$ cat src/rtl/sw_alloc_dsb.sv
// sw_alloc_dsb: 5-port DSB router switch allocator.
// Per-output round-robin arbiter with a packet lock held until the TAIL flit transfers.
// Optional lock watchdog: define SW_ALLOC_WDT_EN.
module sw_alloc_dsb #(
  parameter int unsigned NPORT     = 5,
  parameter int unsigned WDT_LIMIT = 255
) (
  input  logic                   clk,
  input  logic                   rst,
  input  logic [NPORT*NPORT-1:0] req_vec,
  input  logic [NPORT-1:0]       in_valid,
  input  logic [NPORT-1:0]       in_tail,
  input  logic [NPORT-1:0]       out_ready,
  output logic [3*NPORT-1:0]     grant_sel,
  output logic [NPORT-1:0]       grant_vld,
  output logic [NPORT-1:0]       in_rd,
  output logic [NPORT-1:0]       out_wr,
  output logic [NPORT-1:0]       wdt_err
);

  localparam int unsigned IDW = 3;

  typedef enum logic {
    IDLE   = 1'b0,
    LOCKED = 1'b1
  } state_e;

  state_e         state_q [NPORT];
  state_e         state_d [NPORT];
  logic [IDW-1:0] ptr_q   [NPORT];
  logic [IDW-1:0] ptr_d   [NPORT];
  logic [IDW-1:0] sel_q   [NPORT];
  logic [IDW-1:0] sel_d   [NPORT];
  logic [NPORT-1:0] xfer;

  // Transfer qualification for locked outputs; routes pops back to the owning input
  always_comb begin
    xfer  = '0;
    in_rd = '0;
    for (int unsigned o = 0; o < NPORT; o++) begin
      if (state_q[o] == LOCKED && in_valid[sel_q[o]] && out_ready[o]) begin
        xfer[o]         = 1'b1;
        in_rd[sel_q[o]] = 1'b1;
      end
    end
    out_wr = xfer;
  end

  // Per-output arbitration and lock/release next state
  always_comb begin
    logic [NPORT-1:0] cand;
    logic             found;
    int unsigned      idx;
    for (int unsigned o = 0; o < NPORT; o++) begin
      state_d[o] = state_q[o];
      ptr_d[o]   = ptr_q[o];
      sel_d[o]   = sel_q[o];
      cand       = '0;
      found      = 1'b0;
      idx        = 0;
      for (int unsigned i = 0; i < NPORT; i++) begin
        cand[i] = req_vec[5'(NPORT*i + o)];
      end
      if (state_q[o] == IDLE) begin
        // search starts just after the last winner so it gets lowest priority
        for (int unsigned k = 1; k <= NPORT; k++) begin
          idx = 32'(ptr_q[o]) + k;
          if (idx >= NPORT) idx = idx - NPORT;
          if (!found && cand[3'(idx)]) begin
            found      = 1'b1;
            sel_d[o]   = 3'(idx);
            state_d[o] = LOCKED;
          end
        end
      end else if (xfer[o] && in_tail[sel_q[o]]) begin
        state_d[o] = IDLE;
        ptr_d[o]   = sel_q[o];
      end
    end
  end

  // State, pointer and select registers
  always_ff @(posedge clk or negedge rst) begin
    if (!rst) begin
      for (int unsigned o = 0; o < NPORT; o++) begin
        state_q[o] <= IDLE;
        ptr_q[o]   <= 3'd4;
        sel_q[o]   <= '0;
      end
    end else begin
      for (int unsigned o = 0; o < NPORT; o++) begin
        state_q[o] <= state_d[o];
        ptr_q[o]   <= ptr_d[o];
        sel_q[o]   <= sel_d[o];
      end
    end
  end

  // Output packing
  always_comb begin
    grant_sel = '0;
    grant_vld = '0;
    for (int unsigned o = 0; o < NPORT; o++) begin
      grant_sel[3*o +: 3] = sel_q[o];
      grant_vld[o]        = (state_q[o] == LOCKED);
    end
  end

`ifdef SW_ALLOC_WDT_EN
  localparam int unsigned WDT_W = (WDT_LIMIT > 255) ? $clog2(WDT_LIMIT + 1) : 8;

  logic [WDT_W-1:0] cnt_q [NPORT];
  logic [WDT_W-1:0] cnt_d [NPORT];
  logic [NPORT-1:0] err_q;
  logic [NPORT-1:0] err_d;

  // Stall counters: cleared on transfer or idle, saturating; error flag is sticky
  always_comb begin
    err_d = err_q;
    for (int unsigned o = 0; o < NPORT; o++) begin
      cnt_d[o] = cnt_q[o];
      if (state_q[o] == IDLE || xfer[o]) begin
        cnt_d[o] = '0;
      end else begin
        if (cnt_q[o] != '1) cnt_d[o] = cnt_q[o] + 1'b1;
        if (cnt_d[o] >= WDT_LIMIT[WDT_W-1:0]) err_d[o] = 1'b1;
      end
    end
  end

  // Watchdog registers
  always_ff @(posedge clk or negedge rst) begin
    if (!rst) begin
      err_q <= '0;
      for (int unsigned o = 0; o < NPORT; o++) cnt_q[o] <= '0;
    end else begin
      err_q <= err_d;
      for (int unsigned o = 0; o < NPORT; o++) cnt_q[o] <= cnt_d[o];
    end
  end

  assign wdt_err = err_q;
`else
  assign wdt_err = '0;
`endif

endmodule

$ cat config.mk
export PLATFORM = sky130hd
export DESIGN_NAME = sw_alloc_dsb
export DESIGN_NICKNAME = d
export VERILOG_FILES = /design/src/rtl/sw_alloc_dsb.sv
export SDC_FILE = /design/constraint.sdc
export NUM_CORES = 1
export LEC_CHECK = 0
export ABC_AREA = 0
export CAP_MARGIN = 10
export CORE_MARGIN = 2
export CORE_UTILIZATION = 35
export CTS_CLUSTER_SIZE = 16
export DETAILED_ROUTE_END_ITERATION = 16
export GPL_TIMING_DRIVEN = 0
export PLACE_DENSITY_LB_ADDON = 0.1
export SLEW_MARGIN = 20
export SYNTH_ARGS = -nofsm -noshare
export SYNTH_HDL_FRONTEND = slang
export SYNTH_SLANG_ARGS = --single-unit
$ cat constraint.sdc
create_clock -name clk -period 3 [get_ports clk]
set_input_delay 0.6 -clock clk [delete_from_list [all_inputs] [get_ports clk]]
set_output_delay 0.6 -clock clk [all_outputs]
set_load 0.01 [all_outputs]
==> summary.md, run 1 <==
| Metric | Value |
|---|---|
| Maximum buffer depth of the clock tree | 2 |
| RSZ-0062 raised after global routing | yes |
| Filler cell count in the final layout | 2037 |
| Initial Util | 35.8% |
| CP Max Fanout | 6 |
| CP top delay family | compound AO/OA/AOI/OAI gates |
| Share of the synthesized area in the top cell type | 10.3% |
| Number of synthesized flops with an enable pin | 0 |
| Top cells by area, synth | dfrtp_1 10%, ha_1 8.2%, mux2i_1 6.0%, o21ai_0 4.4%, a21oi_1 3.8% |
| Cell Area, Synth | about 7300 sq um |
| Asr flop ratio synth | 100% |
| Die area | 22000 sq um |
| Post-synthesis cell count | 958 |
| Vias per cell | 5.80 |
| Die Ht | 148 microns |
| Buffers and inverters on the worst path | 4 |
| Clk_skew | 0.00869 ns |
| Crit path arrival time | about 3.2 ns |
| Final Hold Vio Count | 0 |
| Max-slew violations | 0 |
| Worst Max-Slew Pin Slew | 0.744 ns |
| Rows | 52 |
| HPWL Detailed | around 18000 microns |
| Io pins | just under 80 |
| GP Congestion | 0.896 |
| Netlist cell types | 105 |
| Root buf cell | clkbuf_16 |
| Die Wd | 148 microns |
| Area occupied by multi-input gates | 6500 sq um |
| Cells along the critical path | buf_6 > clkinvlp_4 > ha_4 > buf_6 > a2111oi_4 > buf_4 > o2111a_2 > o31ai_4 > nand2_2 > or3b_1 > a311o_1 > o211a_1 |
| Final net count | 1205 |
| Maximum clock frequency | 0.328 GHz |
| Synth Warn # | 0 |
| Seq/Total Area, Yosys | between 10% and 20% |
| DR iter-0 viols | 500 |
| Grt ovf | 0 |
| Worst path slowest cell | dfstp_2 |
| Worst EP required | between 3 and 4 ns |
| Antenna fix cells | 0 |
| Hold Crit Class | input pin to async pin |
| Finished Layout Cells | 1381 |
| Vias in the first global route | 7415 |
| Share of layout cells above drive strength 1 | between 20 and 30% |
| Primary FF master, synth | dfrtp_1 |
| Clock sinks | 35 |
| Vias | 8007 |
| DR WL/cell | 18.1 microns |
| Area Overhead vs Synth | 34.9% |
| Crit path time final | 3.04 ns |
| Post-synth top cells | 69 x nand2_1, 64 x o21ai_0, 62 x nor2_1 |
| Largest net degree at the start of global routing | 20 |
| Failing checks | setup timing |
| Drt pass-1 iters | 7 |
| Routed Antenna Nets | 0 |
| Drt drc | 0 |
| Area of the core | 20400 sq um |
| Post-route clock period utilization | 101% |
| Worst rel slew slack | about 50% |
| Initial antenna violation count | 0 |
| First-pass GRT wire length | 39900 microns |
| Worst-path clk slew | approximately 0.060 ns |
| Post-route setup slack | -0.0447 ns |
| Outcome | complete, but fails checks |
| Number of hold buffers added after CTS | 0 |
| Pre-CTS setup slack | -0.781 ns |
| PortBufs | 66 |
| CTS tree | yes |
| Reg area | roughly 900 sq um |
| Crit path capture type | register |
| Setup violations, final | 3 |
| Dpl cells | 1299 |
| Total CTS buffers | 5 |
| Crit-path max cell delay | 0.55 ns |
| Yosys reg bits | 35 |
| WS Path Type | register to register |
| Gr usage total | 22.1% |
| Max-Cap Viols | 0 |
| Syn avg cell area | 7.62 sq um |
| Worst skew pair latency | 0.29 ns |
| Total wire length | 25000 microns |
| CP dominant cell by count | buf_6 |
| Most frequent cell after synthesis | nand2_1 |
| Cell taking the most area after synthesis | dfrtp_1 |
| Crit path launch type | register |
| H-tree depth | 2 |
routing by layer:
metal,GRT usage [%],vias up,wire [microns]
li1,-,3917,-
met2,36.2,210,11600
met1,32.0,3857,11900
met4,3.19,0,255
met3,2.55,23,1190
met5,0,-,0
sequential cells by signal, summed over array words and instances, names as in the netlist:
signal / count
grant_sel: 15
ptr_q: 15
grant_vld: 5
placed cells by master (no fill, tap or decap), drive strengths merged, types with 10 or more instances in the layout:
cell	n
o31ai	17
xnor2	15
inv	46
o22ai	16
o211ai	17
nor3	16
buf	124
nand3b	10
a21o	10
mux2	10
dfrtp	30
a31oi	12
clkdlybuf4s50	54
nand4	16
a21oi	57
o21ai	68
nand3	44
a211oi	18
nand2	70
clkbuf	25
clkinvlp	11
nor2b	18
mux4	12
mux2i	44
ha	48
nand2b	32
nor2	62
kinds of logic (layout without fill, tap and decap cells):
family | Yosys count | after routing | share of synthesized area (%)
mux | 66 | 66 | 11.3
flops | 35 | 35 | 12.1
xor+xnor | 20 | 20 | 2.40
other cells | 1 | 5 | 0.0514
buf+inv | 117 | 266 | 7.41
simple gates | 348 | 348 | 25.9
fa+ha+maj | 53 | 53 | 9.60
compound gates | 318 | 318 | 31.2
path summary, 6_finish.rpt:
path / startpoint / end / slack [ns] / cells after the start
max: ptr_q[14] / grant_sel[0] / -0.04 / 12
min reg2reg: ptr_q[11] / ptr_q[11] / 0.64 / 3
min: rst / grant_sel[4] / 0.27 / 1
max reg2reg: ptr_q[14] / grant_sel[0] / -0.04 / 12
max in group asynchronous: rst / ptr_q[5] / 2.19 / 2
min in group clk: ptr_q[11] / ptr_q[11] / 0.64 / 3
timing repair:
item / 4_1_cts / 5_1_grt
hold endpoints to repair: 0 / 0
resized for setup: 114 / 110
pin swaps: 26 / 48
setup endpoints to repair: 30 / 24
setup buffers: 35 / 50
through the flow:
| step | instance area (sq um) | hold slack, ns | utilization [%] | TNS, ns |
|---|---|---|---|---|
| after floorplan | 7380 | 0.304 | - | -0.0848 |
| after global placement | 8380 | 0.633 | 41.1 | -13.14 |
| after detailed placement | 8400 | 0.595 | 41.2 | -12.22 |
| after CTS | 9100 | 0.285 | 44.7 | -0.199 |
| after global routing | 9840 | 0.297 | 48.3 | -0.729 |
| final | 9840 | 0.269 | 48.3 | -0.114 |
area by class of cell:
cell class / instances / share of cell area [%]
clock inverter: 3 / 0.203
buffer: 50 / 3.53
clock buffer: 5 / 1.27
inverter: 56 / 2.89
sequential: 35 / 9.13
multi-input combinational: 810 / 66.0
timing repair buffer: 152 / 13.5
tap: 270 / 3.43
Power of run 1 is not shown: default switching activity piles up to over one toggle a cycle in this logic, so the estimate is an artifact.
==> run 2, diff against run 1 <==
--- a/config.mk
+++ b/config.mk
@@ -8,11 +8,12 @@
 export ABC_AREA = 0
 export CAP_MARGIN = 10
 export CORE_MARGIN = 2
-export CORE_UTILIZATION = 35
+export CORE_UTILIZATION = 40
 export CTS_CLUSTER_SIZE = 16
 export DETAILED_ROUTE_END_ITERATION = 16
 export GPL_TIMING_DRIVEN = 0
 export PLACE_DENSITY_LB_ADDON = 0.1
+export REMOVE_ABC_BUFFERS = 1
 export SLEW_MARGIN = 20
 export SYNTH_ARGS = -nofsm -noshare
 export SYNTH_HDL_FRONTEND = slang
==> run 2 against run 1 <==
  * Die area is 12% lower
  * Sequential share of layout area up 0.20 points
  * Setup slack got worse by 0.036 ns
  * Critical path depth is 1 higher
  * Flip-flop and latch count did not move
  * Via count increased by 0.42%
  * Utilization up 6.7 points
  * Global-route usage is 2.4 points higher
  * Critical endpoint is now grant_vld[3]
  * Register-to-register slack worse by 0.04 ns
  * Worst hold slack better by 0.0099 ns
  * The run still ends with setup timing left
==> summary.md, run 2 (synthesized netlist as in run 1, its figures left out) <==
| Metric | Value |
|---|---|
| Leading cell type in the layout, fill and taps excluded | buf_4 |
| Setup violations, final | 3 (unchanged) |
| HPWL Detailed | 16300 microns (-10%) |
| Root buf cell | clkbuf_16 |
| Initial antenna violation count | 1 (+1) |
| H-tree depth | 2 (unchanged) |
| DR WL/cell | 19.1 microns (+5.7%) |
| Die area | 19300 sq um (-12%) |
| Worst EP required | 3.15 ns (-0.03 ns) |
| GP Congestion | 0.930 (+3.8%) |
| Filler cell count in the final layout | 1689 (-17%) |
| DR iter-0 viols | 573 (+15%) |
| Final net count | 1178 (-2.2%) |
| Area Overhead vs Synth | 34.9% (about the same) |
| Clk_skew | 0.00340 ns (-0.00529 ns) |
| Rows | 49 (-5.8%) |
| Vias | 8041 (+0.42%) |
| First-pass GRT wire length | 39600 microns (-0.85%) |
| Buffers and inverters on the worst path | 4 (unchanged) |
| Post-route setup slack | -0.0805 ns (-0.0358 ns) |
| Register-to-register setup slack | -0.08 ns (-0.04 ns) |
| Maximum buffer depth of the clock tree | 2 (unchanged) |
| RSZ-0062 raised after global routing | yes |
| Reg2Reg Launch Point | ptr_q[3] |
| Met3 routed WL | 1260 microns (+5.3%) |
| Drt drc | 0 (unchanged) |
| Worst R2R End | grant_vld[3] |
| Gr usage total | 24.5% (+2.4 points) |
| Largest net degree at the start of global routing | 21 (+5.0%) |
| Dpl cells | 1202 (-7.5%) |
| Routed Antenna Nets | 0 (unchanged) |
| Grt ovf | 0 (unchanged) |
| Crit path launch type | register |
| Maximum clock frequency | 0.325 GHz (-1.2%) |
| Reg2reg path depth | 13 (+1) |
| Failing checks | setup timing |
| Vias in the first global route | 7293 (-1.6%) |
| Crit path time final | 3.08 ns (+0.0358 ns) |
| CP Max Fanout | 6 (unchanged) |
| Drt pass-1 iters | 5 (-2) |
| Crit-path max cell delay | 0.49 ns (-0.06 ns) |
| Critical path endpoint | grant_vld[3] |
| Max-Cap Viols | 0 (unchanged) |
| Max-slew violations | 0 (unchanged) |
| Clock sinks | 35 (unchanged) |
| CTS tree | yes |
| Worst path slowest cell | dfrtp_4 |
| CP top delay family | simple AND/OR/NAND/NOR gates |
| WS Path Type | register to register |
| Area of the core | 17900 sq um (-12%) |
| Worst-path clk slew | 0.06 ns (about the same) |
| Post-route clock period utilization | 103% (+1.2 points) |
| Outcome | complete, but fails checks |
| Io pins | 77 (unchanged) |
| Share of layout cells above drive strength 1 | 31.5% (+1.8 points) |
| WL met1 | 11700 microns (-2.1%) |
| Finished Layout Cells | 1313 (-4.9%) |
| Finished Cell Area | 9840 sq um (about the same) |
| Worst Max-Slew Pin Slew | 0.689 ns (-0.0555 ns) |
| Most frequent cells in the layout | 95 x buf_4, 66 x nand2_1, 59 x clkdlybuf4s50_1 |
| Hold Crit Class | input pin to async pin |
| Final Hold Vio Count | 0 (unchanged) |
| Vias per cell | 6.12 (+5.6%) |
| Top sig layer | met5 |
| Crit path capture type | register |
| Antenna fix cells | 0 (unchanged) |
| WP depth | 13 (+1) |
| Worst setup path startpoint | ptr_q[3] |
| Total wire length | 25100 microns (+0.48%) |
| Metal2 WL | 11800 microns (+1.5%) |
| Initial Util | 40.8% (+4.9 points) |
| Placed cell area | 8000 sq um (-4.7%) |
| Worst skew pair latency | 0.28 ns (about the same) |
| Die Wd | 139 microns (-6.3%) |
| Cells along the critical path | clkinvlp_4 > buf_6 > ha_4 > inv_2 > fa_2 > a21o_1 > or4_1 > o2111a_2 > a21o_4 > or3_4 > buf_4 > nor3_2 > nor2_1 |
| Die Ht | 139 microns (-6.3%) |
| PortBufs | 71 (+7.6%) |
| Crit path arrival time | 3.23 ns (about the same) |
| Total CTS buffers | 5 (unchanged) |
| Worst rel slew slack | 53.8% (+3.7 points) |
| Number of hold buffers added after CTS | 0 (unchanged) |
==> run 2: changes by cell type in the layout (fill, tap and decap cells not counted), sizes merged <==
cell / delta
dlygate4sd2: -3
bufinv: +1
clkdlybuf4s15: +1
clkinvlp: -1
clkinv: -1
dlymetal6s2s: +1
clkbuf: -17
clkdlybuf4s50: +5
buf: -14
inv: +1
==> run 2: layout make-up <==
type                       instances  area [sq um]  share of cell area, %
inverter                          56           265                   2.69
multi-input combinational        810          6680                   67.9
sequential                        35           918                   9.33
timing repair buffer             175          1520                   15.4
clock inverter                     3          47.5                  0.483
tap                              229           287                   2.91
clock buffer                       5           125                   1.27
==> run 2: timing repair <==
| action | in CTS | in global routing |
|---|---|---|
| resized for setup | 133 | 118 |
| endpoints found under the hold margin | 0 | 0 |
| endpoints found under the setup margin | 29 | 26 |
| pin swaps | 23 | 39 |
| setup buffers | 75 | 28 |
==> run 2: layer usage <==
metal | up-vias | global-route usage (%)
li1 | 3872 | -
met1 | 3894 | 35.8
met2 | 246 | 39.4
met3 | 27 | 2.62
met4 | 2 | 4.73
met5 | - | 0
==> run 2: worst reg2reg max path, stage by stage (launching register included) <==
cell        delay, ns
dfrtp_4          0.49
clkinvlp_4       0.09
buf_6            0.11
ha_4             0.13
inv_2            0.03
fa_2             0.39
a21o_1           0.20
or4_1            0.40
o2111a_2         0.17
a21o_4           0.24
or3_4            0.39
buf_4            0.15
nor3_2           0.10
nor2_1           0.05
==> run 2: stage by stage <==
step / util [%] / setup TNS (ns) / setup WS (ns) / hold WS (ns)
global placement: 44.6 / -23.88 / -1.65 / 0.589
global route: 55.0 / -0.730 / -0.193 / 0.303
detailed placement: 44.7 / -22.99 / -1.57 / 0.578
finish: 55.0 / -0.189 / -0.0805 / 0.279
floorplan: - / -5.00 / -0.533 / 0.304
CTS: 51.1 / -0.0905 / -0.0409 / 0.274
==> run 2: worst min-delay path by stage <==
stage	start	end	slack [ns]	cells after the start
floorplan	rst	grant_sel[0]	0.30	0
global placement	grant_sel[8]	ptr_q[8]	0.59	2
detailed placement	rst	grant_sel[4]	0.58	1
CTS	rst	grant_sel[4]	0.27	1
global route	rst	grant_vld[3]	0.30	1
finish	rst	grant_sel[4]	0.28	1
Power of run 2 is left out for the same reason.
==> run 3, diff against run 2 <==
--- a/config.mk
+++ b/config.mk
@@ -9,6 +9,7 @@
 export CAP_MARGIN = 10
 export CORE_MARGIN = 2
 export CORE_UTILIZATION = 40
+export CTS_BUF_LIST = sky130_fd_sc_hd__clkbuf_8
 export CTS_CLUSTER_SIZE = 16
 export DETAILED_ROUTE_END_ITERATION = 16
 export GPL_TIMING_DRIVEN = 0
==> run 3 against run 2 <==
  * The run still ends with setup timing left
  * Setup slack worse by 0.0036 ns
  * Global-route usage is 0.20 points lower
  * Flip-flop and latch count stayed put
  * First-iteration DRC count fell by 9.8%
  * Clock skew decreased by 0.00052 ns
  * Worst hold slack got worse by 0.025 ns
  * Via count increased by 1.3%
  * Register-to-register slack is essentially flat
  * Maximum frequency fell by 0.12%
  * Utilization is 0.13 points higher
  * Count of clock-buffer cells in the layout unchanged
  * Critical path depth down 1
  * Critical endpoint is now grant_sel[9]
  * Highest routed layer unchanged
==> summary.md, run 3 (synthesized netlist as in run 1, its figures left out) <==
| Metric | Value |
|---|---|
| Failing checks | setup timing |
| Drt drc | 0 (unchanged) |
| Most frequent cells in the layout | 108 x buf_4, 66 x nand2_1, 60 x clkdlybuf4s50_1 |
| Worst rel slew slack | 51.5% (-2.3 points) |
| Share of layout cells above drive strength 1 | 31.6% (+0.11 points) |
| Initial antenna violation count | 1 (unchanged) |
| Hold Crit Class | input pin to async pin |
| Final Hold Vio Count | 0 (unchanged) |
| Maximum buffer depth of the clock tree | 2 (unchanged) |
| Drt pass-1 iters | 6 (+1) |
| Area of the core | 17900 sq um (unchanged) |
| HPWL Detailed | 16300 microns (unchanged) |
| Outcome | complete, but fails checks |
| Utilization after layout | 55.1% (+0.13 points) |
| Die Ht | 139 microns (unchanged) |
| Io pins | 77 (unchanged) |
| Area Overhead vs Synth | 35.2% |
| Grt ovf | 0 (unchanged) |
| Filler cell count in the final layout | 1674 (-0.89%) |
| Max-Cap Viols | 0 (unchanged) |
| Worst EP required | 3.21 ns (+0.06 ns) |
| Rows | 49 (unchanged) |
| H-tree depth | 2 (unchanged) |
| Final net count | 1190 (+1.0%) |
| Leading cell type in the layout, fill and taps excluded | buf_4 |
| Max-slew violations | 0 (unchanged) |
| PortBufs | 71 (unchanged) |
| Vias per cell | 6.15 (+0.43%) |
| Clock sinks | 35 (unchanged) |
| Crit path launch type | register |
| RSZ-0062 raised after global routing | yes |
| First-pass GRT wire length | 39400 microns (-0.38%) |
| Crit path capture type | register |
| Gr usage total | 24.3% (-0.20 points) |
| Vias | 8149 (+1.3%) |
| Total CTS buffers | 5 (unchanged) |
| Clk_skew | 0.00288 ns (-0.000521 ns) |
| Post-route setup slack | -0.0841 ns (-0.00364 ns) |
| Met1 Use GR | 35.5% (-0.34 points) |
| DR iter-0 viols | 517 (-9.8%) |
| Initial Util | 40.8% (unchanged) |
| Fin Hold WS | 0.253 ns (-0.0255 ns) |
| Worst skew pair latency | 0.29 ns (about the same) |
| Crit path arrival time | 3.30 ns (+0.07 ns) |
| CTS tree | yes |
| Worst-path clk slew | 0.08 ns (+0.02 ns) |
| Crit path time final | 3.08 ns (+0.00364 ns) |
| DR WL/cell | 18.9 microns (-0.89%) |
| Worst Max-Slew Pin Slew | 0.723 ns (+0.0342 ns) |
| Maximum clock frequency | 0.324 GHz (-0.12%) |
| Final setup TNS | -0.142 ns (+0.0474 ns) |
| Antenna fix cells | 0 (unchanged) |
| Number of hold buffers added after CTS | 0 (unchanged) |
| Die Wd | 139 microns (unchanged) |
| Post-route clock period utilization | 103% (+0.12 points) |
| Setup violations, final | 2 (-1) |
| Root buf cell | clkbuf_8 |
| CP Max Fanout | 6 (unchanged) |
| Busiest grt layer | met2 |
| Routed Antenna Nets | 0 (unchanged) |
| GP Congestion | 0.930 (unchanged) |
| Die area | 19300 sq um (unchanged) |
| Largest net degree at the start of global routing | 21 (unchanged) |
| Vias in the first global route | 7315 (+0.30%) |
| Total wire length | 25100 microns (about the same) |
| WS Path Type | register to register |
| Met3 track demand over resource | 2.66% (+0.035 points) |
| M2 GR Usage | 39.1% (-0.26 points) |
==> run 3: cell types whose count changed in the layout (fill, tap and decap cells not counted), moves of 3 or more <==
cell / delta
buf_4: +13
ha_2: -3
clkbuf_16: -5
ha_4: +3
clkbuf_8: +5
==> run 3: per-layer routing <==
layer / routed length (microns) / share of wire, %
met1: 11400 / 46
met2: 11800 / 47
met3: 1490 / 5.9
met4: 395 / 1.6
met5: 11 / 0.044
==> run 3: worst max-delay path, cell delays in order (launching register included) <==
cell        delay, ns
dfrtp_4          0.50
clkinvlp_4       0.09
buf_6            0.11
ha_4             0.13
inv_2            0.04
fa_2             0.39
a21o_1           0.20
or4_1            0.41
o2111a_2         0.17
a21o_4           0.24
buf_4            0.13
or4_4            0.41
a211oi_2         0.18
==> run 3: path summary, 6_finish.rpt <==
kind                            slack (ns)  cells past startpoint    startpoint           end
worst max-delay path                 -0.08                     12      ptr_q[3]  grant_sel[9]
worst min-delay path                  0.25                      1           rst  grant_sel[4]
worst max register to register       -0.08                     12      ptr_q[3]  grant_sel[9]
worst min register to register        0.62                      2  grant_sel[6]      ptr_q[6]
max in group asynchronous             2.21                      2           rst     ptr_q[14]
min in group clk                      0.62                      2  grant_sel[6]      ptr_q[6]
==> run 3: area by class of cell <==
| type | count | area, sq um | area share (%) |
|---|---|---|---|
| multi-input combinational | 810 | 6670 | 67.6 |
| inverter | 56 | 265 | 2.69 |
| sequential | 35 | 920 | 9.32 |
| clock buffer | 5 | 68.8 | 0.697 |
| timing repair buffer | 187 | 1610 | 16.3 |
| clock inverter | 3 | 47.5 | 0.482 |
| tap | 229 | 287 | 2.90 |
==> run 3: timing repair <==
action	CTS	global route
setup endpoints to repair	29	25
resized for setup	130	114
pin swaps	23	37
endpoints found under the hold margin	0	0
setup buffers	77	38
==> run 3: metrics by stage <==
stage	setup WS (ns)	cells	cell area [sq um]
after CTS	-0.0400	1287	9090
after detailed placement	-1.57	1202	8000
final	-0.0841	1325	9870
after floorplan	-0.533	901	6980
after global routing	-0.180	1325	9870
after global placement	-1.65	1201	7980
Power of run 3 is left out for the same reason.
==> patch: new RTL, flow settings as in run 3 <==
Change the parameter `NPORT` from 5 to 6.
--- a/src/rtl/sw_alloc_dsb.sv
+++ b/src/rtl/sw_alloc_dsb.sv
@@ -4,3 +4,3 @@
 module sw_alloc_dsb #(
-  parameter int unsigned NPORT     = 5,
+  parameter int unsigned NPORT     = 6,
   parameter int unsigned WDT_LIMIT = 255
Interface: changed (9 resized); port bits go from 77 to 98. No check against the original RTL was run, so the function may have changed too.
==> patch against run 3 <==
The flow still finishes with violations (setup timing); cell count rose by 10%; maximum frequency rose by 0.35%; hold slack improved by 0.059 ns; non-clock buffer count rose by 27; design area rose by 11%; area after synthesis rose by 9.5%; sequential cell count rose by 7; global-route usage fell by 1.5 points; synthesized cell count rose by 7.2%; setup slack improved by 0.011 ns; wire length rose by 2.3%; largest cell class unchanged.
Power is not shown: default switching activity piles up to over one toggle a cycle in this logic, so the estimate is an artifact.
==> patch: results (changes against run 3) <==
qor: global_routing.gr-usage-met3 2.006% [-0.65 points]
qor: timing.total_neg_setup_slack -0.1814 ns [-0.03935 ns]
qor: timing.setup_ws -0.07325 ns [+0.01084 ns]
qor: critical_path.delay_of_the_slowest_critical_path_stage 0.45 ns [-0.05 ns]
qor: status.status finished, violations left
qor: global_routing.wire_length_of_the_first_global_routing_pass 40.83 mm [+3.6%]
qor: placed_design.port_buffers 87 [+23%]
qor: routing.drt_iter0_drc 457 [-12%]
qor: cells_and_area.clkbuf_count 6 [+1]
qor: critical_path.critical_path.slowest_cell sky130_fd_sc_hd__mux4_2
qor: die.core_region_area 0.01953 mm² [+9.1%]
qor: routing.dr_wl_met3 974 µm [-35%]
qor: cells_and_area.final_layout_size_suffix_gt1_share 32.16% [+0.59 points]
qor: timing.setup_viol 4 [+2]
qor: placed_design.placement.cell_area 0.008944 mm² [+12%]
qor: routing.met2_length 12.53 mm [+6.6%]
qor: global_routing.grt.met2_usage 39.41% [+0.31 points]
qor: routing.wl_per_cell 17.58 µm [-7.1%]
qor: status.failed_checks setup timing
qor: cells_and_area.multi_input_gate_count 892 [+10%]
qor: synth.yosysUniqueCellTypes 90 [-14%]
qor: cells_and_area.final-clk-cell-share 0.8341% [-0.35 points]
qor: cells_and_area.antennaDiodeCount 1 [+1]
qor: placed_design.gp_congestion 0.8646 [-7.1%]
qor: synth.ys_seq_area_share 13.25% [+1.2 points]
qor: cells_and_area.fillerInstances 1814 [+8.4%]
qor: synth.synthTopCellsByArea sky130_fd_sc_hd__dfrtp_1, sky130_fd_sc_hd__ha_1, sky130_fd_sc_hd__mux2i_1, sky130_fd_sc_hd__mux2_2, sky130_fd_sc_hd__nor2_1
qor: cells_and_area.finish.net_count 1315 [+11%]
qor: synth.synth_commonest_cells sky130_fd_sc_hd__nor2_1, sky130_fd_sc_hd__nand2_1, sky130_fd_sc_hd__ha_1, sky130_fd_sc_hd__a21oi_1, sky130_fd_sc_hd__o21ai_0
qor: cells_and_area.final_cell_area 0.01095 mm² [+11%]
qor: cells_and_area.layout.nonclk_buf_share 16.57% [+0.26 points]
qor: global_routing.globalRouteTotalUtil 22.77% [-1.5 points]
qor: timing.skew 0.009239 ns [+0.006356 ns]
qor: cells_and_area.multi_input_area_share 67.90% [+0.30 points]
[patch: cell count changes after synthesis, sizes merged, moves of 13 or more]
cell	delta
mux2	+34
nor2	+21
inv	-19
ha	+18
nor3	+16
nand2b	-13
xnor2	+13
[patch: what timing repair did]
action                     in CTS  in global routing
pin swaps                      27                 58
gates resized for setup       161                119
buffers inserted               69                 57
setup endpoints to repair      36                 28
[patch: worst paths after layout]
path / startpoint / to / slack [ns] / depth (start not counted)
max: in_valid[1] / in_rd[2] / -0.07 / 9
min: rst / grant_sel[4]$_DFFE_PN0P_ / 0.31 / 1
max reg2reg: ptr_q[16]$_DFFE_PN0P_ / grant_sel[2]$_DFFE_PN0P_ / -0.03 / 12
min reg2reg: ptr_q[8]$_DFFE_PN1P_ / ptr_q[8]$_DFFE_PN1P_ / 0.57 / 2
max in group asynchronous: rst / ptr_q[11]$_DFFE_PN1P_ / 2.10 / 2
min in group clk: ptr_q[8]$_DFFE_PN1P_ / ptr_q[8]$_DFFE_PN1P_ / 0.57 / 2
[patch: cell families (layout without fill, tap and decap cells)]
kind of cell | Yosys count | in the layout | share of synthesized area (%)
other cells | 1 | 7 | 0.04693
simple gates | 363 | 363 | 23.77
flops | 42 | 42 | 13.25
compound gates | 310 | 310 | 26.65
mux | 106 | 106 | 15.94
fa+ha+maj | 66 | 66 | 10.34
buf+inv | 98 | 260 | 5.418
xor+xnor | 41 | 41 | 4.588
[patch: worst max-delay path: cells and delay by family]
kind	cells	cell delay, ns
muxes	2	0.76
buffers and inverters	2	0.34
AOI/OAI and AO/OA	1	0.20
and+or+nand+nor	4	0.56
[patch: metrics by stage]
stage                     instances  worst slack, ns
final                          1460         -0.07325
after floorplan                 972          -0.5454
after global routing           1460          -0.1353
after CTS                      1402         -0.04299
after detailed placement       1325           -1.100
after global placement         1324           -1.125
